`config.mk`:
```
export PLATFORM = sky130hd
export DESIGN_NAME = mem_burst_master
export DESIGN_NICKNAME = d
export VERILOG_FILES = /design/src/rtl/mem_burst_master.sv
export SDC_FILE = /design/constraint.sdc
export NUM_CORES = 1
export LEC_CHECK = 0
export ABC_AREA = 1
export BUFFER_PORTS_ARGS = -buffer_cell sky130_fd_sc_hd__buf_2
export CORE_MARGIN = 1.5
export CORE_UTILIZATION = 30
export DETAILED_ROUTE_END_ITERATION = 12
export SLEW_MARGIN = 40
export SYNTH_ARGS = -nofsm -noshare
export SYNTH_HDL_FRONTEND = slang
export SYNTH_SLANG_ARGS = --single-unit
```
`constraint.sdc`:
```
create_clock -name Clk -period 2.66 [get_ports Clk]
set_input_delay 0.133 -clock Clk [delete_from_list [all_inputs] [get_ports Clk]]
set_output_delay 0.133 -clock Clk [all_outputs]
set_load 0.05 [all_outputs]
```
`src/rtl/mem_burst_master.sv`:
```
// Burst read/write initiator driving a single-port synchronous word memory.
// Define MEMBM_ADDR_CHECK_EN to reject commands whose start address is >= MEM_DEPTH.
module mem_burst_master #(
  parameter int ADDR_W    = 8,
  parameter int DATA_W    = 32,
  parameter int MEM_DEPTH = 8,
  parameter int LEN_W     = 4
) (
  input  logic              Clk,
  input  logic              Reset_n,
  input  logic              Cmd_Valid,
  output logic              Cmd_Ready,
  input  logic              Cmd_RW,
  input  logic [ADDR_W-1:0] Cmd_Addr,
  input  logic [LEN_W-1:0]  Cmd_Len,
  input  logic [DATA_W-1:0] Wr_Data,
  input  logic              Wr_Valid,
  output logic              Wr_Ready,
  output logic [DATA_W-1:0] Rd_Data,
  output logic              Rd_Valid,
  output logic              Rd_Last,
  output logic [DATA_W-1:0] Mem_Din,
  output logic [ADDR_W-1:0] Mem_Addr,
  output logic              Mem_R_W,
  output logic              Mem_Valid,
  input  logic [DATA_W-1:0] Mem_Dout,
  output logic              Busy,
  output logic              Done,
  output logic              Err
);

  typedef enum logic [2:0] {IDLE, WRITE, READ, DRAIN, DONE} state_t;

  localparam logic [ADDR_W-1:0] LAST_ADDR = ADDR_W'(MEM_DEPTH - 1);

  state_t            state_q, state_d;
  logic [ADDR_W-1:0] cur_q, cur_d;
  logic [LEN_W-1:0]  rem_q, rem_d;
  logic [DATA_W-1:0] mem_din_q, mem_din_d;
  logic [ADDR_W-1:0] mem_addr_q, mem_addr_d;
  logic              mem_r_w_q, mem_r_w_d;
  logic              mem_valid_q, mem_valid_d;
  logic              s1_valid_q, s1_valid_d, s1_last_q, s1_last_d;
  logic              s2_valid_q, s2_valid_d, s2_last_q, s2_last_d;
  logic [DATA_W-1:0] rd_data_q, rd_data_d;
  logic              rd_valid_q, rd_valid_d, rd_last_q, rd_last_d;
  logic              cmd_ready_q, cmd_ready_d;
  logic              wr_ready_q, wr_ready_d;
  logic              busy_q, busy_d;
  logic              done_q, done_d;
  logic              addr_bad;

`ifdef MEMBM_ADDR_CHECK_EN
  localparam logic [ADDR_W:0] DEPTH_EXT = (ADDR_W+1)'(MEM_DEPTH);
  logic err_q, err_d;
  assign addr_bad = ({1'b0, Cmd_Addr} >= DEPTH_EXT);
  assign Err      = err_q;
`else
  assign addr_bad = 1'b0;
  assign Err      = 1'b0;
`endif

  function automatic logic [ADDR_W-1:0] next_addr(input logic [ADDR_W-1:0] a);
    return (a == LAST_ADDR) ? '0 : a + 1'b1;
  endfunction

  always_comb begin
    state_d     = state_q;
    cur_d       = cur_q;
    rem_d       = rem_q;
    mem_din_d   = mem_din_q;
    mem_addr_d  = mem_addr_q;
    mem_r_w_d   = 1'b0;
    mem_valid_d = 1'b0;
    s1_valid_d  = 1'b0;
    s1_last_d   = 1'b0;
    s2_valid_d  = s1_valid_q;
    s2_last_d   = s1_last_q;
    rd_valid_d  = s2_valid_q;
    rd_last_d   = s2_last_q;
    rd_data_d   = s2_valid_q ? Mem_Dout : rd_data_q;
`ifdef MEMBM_ADDR_CHECK_EN
    err_d       = 1'b0;
`endif
    case (state_q)
      IDLE: begin
        if (Cmd_Valid && cmd_ready_q) begin
          rem_d = Cmd_Len;
          if (addr_bad) begin
            state_d = DONE;
`ifdef MEMBM_ADDR_CHECK_EN
            err_d   = 1'b1;
`endif
          end else if (Cmd_RW) begin
            cur_d   = Cmd_Addr;
            state_d = WRITE;
          end else begin
            // First read is issued on the accept edge so Mem_Addr=A shows in cycle 1.
            mem_valid_d = 1'b1;
            mem_addr_d  = Cmd_Addr;
            s1_valid_d  = 1'b1;
            s1_last_d   = (Cmd_Len == '0);
            cur_d       = next_addr(Cmd_Addr);
            state_d     = (Cmd_Len == '0) ? DRAIN : READ;
          end
        end
      end
      WRITE: begin
        if (Wr_Valid && wr_ready_q) begin
          mem_r_w_d   = 1'b1;
          mem_valid_d = 1'b1;
          mem_addr_d  = cur_q;
          mem_din_d   = Wr_Data;
          cur_d       = next_addr(cur_q);
          if (rem_q == '0) state_d = DRAIN;
          else             rem_d   = rem_q - 1'b1;
        end
      end
      READ: begin
        mem_valid_d = 1'b1;
        mem_addr_d  = cur_q;
        s1_valid_d  = 1'b1;
        s1_last_d   = (rem_q == LEN_W'(1));
        cur_d       = next_addr(cur_q);
        rem_d       = rem_q - 1'b1;
        if (rem_q == LEN_W'(1)) state_d = DRAIN;
      end
      DRAIN: begin
        // Writes pass through here too, so Done follows the final memory write cycle.
        if (!s1_valid_q && !s2_valid_q) state_d = DONE;
      end
      DONE:    state_d = IDLE;
      default: state_d = IDLE;
    endcase
    cmd_ready_d = (state_d == IDLE);
    wr_ready_d  = (state_d == WRITE);
    busy_d      = (state_d != IDLE);
    done_d      = (state_d == DONE);
  end

  always_ff @(posedge Clk) begin
    if (!Reset_n) begin
      state_q     <= IDLE;
      cur_q       <= '0;
      rem_q       <= '0;
      mem_din_q   <= '0;
      mem_addr_q  <= '0;
      mem_r_w_q   <= 1'b0;
      mem_valid_q <= 1'b0;
      s1_valid_q  <= 1'b0;
      s1_last_q   <= 1'b0;
      s2_valid_q  <= 1'b0;
      s2_last_q   <= 1'b0;
      rd_data_q   <= '0;
      rd_valid_q  <= 1'b0;
      rd_last_q   <= 1'b0;
      cmd_ready_q <= 1'b0;
      wr_ready_q  <= 1'b0;
      busy_q      <= 1'b0;
      done_q      <= 1'b0;
`ifdef MEMBM_ADDR_CHECK_EN
      err_q       <= 1'b0;
`endif
    end else begin
      state_q     <= state_d;
      cur_q       <= cur_d;
      rem_q       <= rem_d;
      mem_din_q   <= mem_din_d;
      mem_addr_q  <= mem_addr_d;
      mem_r_w_q   <= mem_r_w_d;
      mem_valid_q <= mem_valid_d;
      s1_valid_q  <= s1_valid_d;
      s1_last_q   <= s1_last_d;
      s2_valid_q  <= s2_valid_d;
      s2_last_q   <= s2_last_d;
      rd_data_q   <= rd_data_d;
      rd_valid_q  <= rd_valid_d;
      rd_last_q   <= rd_last_d;
      cmd_ready_q <= cmd_ready_d;
      wr_ready_q  <= wr_ready_d;
      busy_q      <= busy_d;
      done_q      <= done_d;
`ifdef MEMBM_ADDR_CHECK_EN
      err_q       <= err_d;
`endif
    end
  end

  assign Cmd_Ready = cmd_ready_q & Reset_n;
  assign Wr_Ready  = wr_ready_q;
  assign Rd_Data   = rd_data_q;
  assign Rd_Valid  = rd_valid_q;
  assign Rd_Last   = rd_last_q;
  assign Mem_Din   = mem_din_q;
  assign Mem_Addr  = mem_addr_q;
  assign Mem_R_W   = mem_r_w_q;
  assign Mem_Valid = mem_valid_q;
  assign Busy      = busy_q;
  assign Done      = done_q;

endmodule

```
==> results <==
- The number of sinks on the clock net is between 90 and 100.
- STA classifies the critical path endpoint as a flop.
- From synthesis to final layout, the design area changed by 35.82%.
- The register clock-pin slew on the reported worst setup and hold paths is 70 ps.
- The maximum operating frequency is 558.4 MHz.
- The cell count after synthesis is 591.
- The level count of the clock H-tree is 3.
- The number of input and output port buffers inserted is 160.
- Of the total synthesized cell area, the portion taken by full adders, half adders and majority gates is 0.01496.
- The unique cell type count in the Yosys netlist is 28.
- For this run, the register share of the synthesized area comes to 0.4740.
- Counting along the longest clock path gives a buffer depth of 2.
- The number of warnings issued by yosys is 0.
- The number of design-rule violations left by the first detailed-router iteration is 219.
- The pin count of the biggest net entering global routing is 44.
- Data on the critical path is required at its endpoint by 2900 ps.
- The routed via count is 4284.
- The HPWL after detailed placement is 8017 microns.
- Final hold analysis gives a worst-case slack of 7.293 ps.
- The share of Yosys cell area claimed by the top area cell type is 0.4740.
- The start-to-end type of the worst setup path is flop to flop.
- In the synthesized netlist the async set-or-reset flop fraction comes to 0.
- The clock reaches the later pin of the worst-skew pair after 350 ps.
- The number of global-route vias before repair is 4028.
- The flip-flop and latch area is 1982 sq um.
- Dividing the synthesized area by the synthesized cell count gives approximately 7 sq um.
- The number of antenna cells inserted is 0.
- The number of antenna violations at the first check in global routing is 1.
- The clock tree from TritonCTS is yes.
- Routability-driven placement finished with a final weighted congestion of 0.7769.
- Setup repair after global routing left no endpoint under its margin.
- The overall die width is 121.1 microns.
- The largest total area in the synthesized netlist belongs to sky130_fd_sc_hd__dfxtp_1.
- The first-pass GRT wire length is 18890 microns.
- The final clock period utilization by the worst path is 0.6732.
- Of the total synthesized cell area, the portion taken by AND, OR, NAND and NOR gates is 0.2950.
- The post-detailed-routing wire length is 11560 microns.
- Of the cells placed in the final design, the portion with a size suffix greater than 1 is 0.2529.
- Across the VDD grid, the largest voltage drop is 0.0003885 V.
- By area the synthesized netlist is led by sky130_fd_sc_hd__dfxtp_1 (47%), sky130_fd_sc_hd__nor2_1 (16%), sky130_fd_sc_hd__o21ai_0 (11%), sky130_fd_sc_hd__nand2_1 (6.1%), sky130_fd_sc_hd__inv_1 (3.5%).
- The final max-slew violation count is 0.
- The clock buffer count from CTS is 9.
- The die height is 121.1 microns.
- The cell sitting at the root of the clock tree is a sky130_fd_sc_hd__clkbuf_16.
- By area, the combinational part of the netlist is dominated by simple AND/OR/NAND/NOR gates.
- Gates resized during post-CTS repair numbered 0.
- The final setup skew is 9.313 ps.
- The number of primary I/O pins is ~160.
- In the final layout, the multi-input gates occupy 1868 sq um.
- In the routed layout, each cell is associated on average with a via count of 4.524.
- The number of optimization iterations in the first detailed-route pass is 5.
- STA puts the critical path data arrival time at approximately 2000 ps.
- Headroom to the max-slew limit came out at 0.6217.
- Counting I/O delays and the setup requirement, the final critical path takes 1791 ps.
- Of the post-synthesis cell area, the part taken by muxes is 0.
- The post-detailed-route wirelength per cell is 12.21 microns.
- Counting the fill cells in the layout gives 1403.
- The most common cell in the synthesized netlist is sky130_fd_sc_hd__nor2_1.
- Along the worst path, the maximum fanout reaches 18.
- The synthesized-area fraction occupied by ao, oa, aoi and oai cells is 0.1275.
- The starting density of the core is 0.3120.
- In this run the worst hold path is classified as primary input to flop.
- The netlist area before placement is 4182 sq um.
- The row count is between 40 and 50.
- The number of nets in the synthesized netlist is 677.
- Across the run, the number of max-cap violations was 0.
- Sorting the synthesized cells by how often they occur yields sky130_fd_sc_hd__nor2_1 (179), sky130_fd_sc_hd__dfxtp_1 (99), sky130_fd_sc_hd__o21ai_0 (91).
- The net count of the finished layout is between 800 and 900.
- The number of synthesized flops with an enable pin is 0.
- The ratio of total power to cell area is 645.7 nW/um^2.
- The synthesized design contains about 100 register bits.
- STA classifies the critical path startpoint as a flop.
- The flow ran to the end, and the final reports show no timing, DRC or antenna violations.
- The floorplan step defined a die boundary enclosing 14660 sq um.
- The most common flop cell mapped by yosys is sky130_fd_sc_hd__dfxtp_1.
- The final count of negative-setup-slack endpoints is 0.
- For this run, the total global-route usage over all layers was measured as 0.1616.
- The slew at the pin closest to its max-slew limit is 566.6 ps.
- The final-layout setup total negative slack is 0 ps.
- The number of failing hold endpoints at the final stage was 0.
- The detail route stage leaves a number of antenna-violating nets equal to 0.
- The static leakage power is 2.937 nW.
- The placeable core region is between 10000 and 15000 sq um.
- The total overflow left after global routing is 0.
- Of the total synthesized cell area, the portion taken by XOR and XNOR cells is 0.008378.
- In the routed design, unresolved DRC markers number 0.
-- critical path: stages, from the launching register on --
cell	delay, ps
sky130_fd_sc_hd__dfxtp_1	350
sky130_fd_sc_hd__nor2_2	180
sky130_fd_sc_hd__nand2_1	90
sky130_fd_sc_hd__nand2_1	440
sky130_fd_sc_hd__buf_4	270
sky130_fd_sc_hd__o21ai_0	110
sky130_fd_sc_hd__o21ai_0	190
sky130_fd_sc_hd__nor2_1	50
-- timing repair --
item,4_1_cts,5_1_grt
endpoints found under the hold margin,31,0
hold buffers,31,0
setup buffers,0,0
-- layout make-up --
cell class / instances / share of cell area
well taps: 176 / 0.03878
clock buffers: 10 / 0.04032
inverters: 43 / 0.02842
clock inverters: 6 / 0.01102
flip-flops and latches: 99 / 0.3490
multi-input cells: 416 / 0.3289
repair buffers: 197 / 0.2036
-- metal layers --
metal	share of wire	vias to the layer above	global-route usage
li1	-	2237	-
met1	0.45	1884	0.1958
met2	0.46	133	0.2653
met3	0.065	28	0.04323
met4	0.029	2	0.07794
met5	0.0010	-	0
-- logic make-up (layout without fill, tap and decap cells) --
family,Yosys count,in the layout
other cells,1,1
fa+ha+maj,5,5
simple gates,301,301
compound gates,105,105
buf+inv,76,256
xor+xnor,4,4
flops,99,99
-- where the power goes --
part | switching, mW | internal, mW
combinational | 0.480 | 0.242
sequential | 0.0675 | 1.57
clock | 0.575 | 0.732
-- stage by stage --
| step | power [mW] | instance area, sq um | util | std cells | setup slack (ps) |
|---|---|---|---|---|---|
| 4_1_cts | 3.711 | 5679 | 0.4238 | 947 | 835.9 |
| 5_1_grt | 3.868 | 5679 | 0.4238 | 947 | 651.1 |
| 6_report | 3.667 | 5679 | 0.4238 | 947 | 869.2 |
| 2_1_floorplan | 2.181 | 4182 | - | 591 | 1160 |
| 3_3_place_gp | 2.363 | 5077 | 0.3789 | 900 | 772.3 |
| 3_5_place_dp | 2.359 | 5077 | 0.3789 | 900 | 849.2 |
-- sequential cells by signal (all words and copies together) (netlist names) --
signal	cells
rd_valid_d	1
Mem_Addr	8
s1_last_q	1
Mem_Din	32
Done	1
Rd_Data	32
cur_q	8
state_q	3
s1_valid_q	1
Mem_Valid	1
cmd_ready_q	1
rd_last_d	1
Busy	1
Mem_R_W	1
Rd_Last	1
rem_q	4
Rd_Valid	1
Wr_Ready	1
-- path summary, 6_finish.rpt --
| check | from | slack [ps] | depth (start not counted) | end |
|---|---|---|---|---|
| max reg2reg | state_q[0] | 870 | 7 | Mem_Addr[5] |
| min reg2reg | rd_last_d | 420 | 2 | Rd_Last |
| max | state_q[0] | 870 | 7 | Mem_Addr[5] |
| min | Mem_Dout[0] | 7 | 3 | Rd_Data[0] |
-- layout by cell type (no fill, tap or decap), types with 8 or more instances in the layout --
cell	synthesis	layout
sky130_fd_sc_hd__a21oi_1	8	8
sky130_fd_sc_hd__buf_2	7	160
sky130_fd_sc_hd__clkbuf_16	0	9
sky130_fd_sc_hd__dfxtp_1	99	99
sky130_fd_sc_hd__dlygate4sd3_1	0	31
sky130_fd_sc_hd__inv_1	39	37
sky130_fd_sc_hd__nand2_1	68	68
sky130_fd_sc_hd__nand3_1	25	25
sky130_fd_sc_hd__nor2_1	179	179
sky130_fd_sc_hd__nor3_1	13	13
sky130_fd_sc_hd__o21ai_0	91	91
Note: power is estimated with default switching activity, not from simulation.
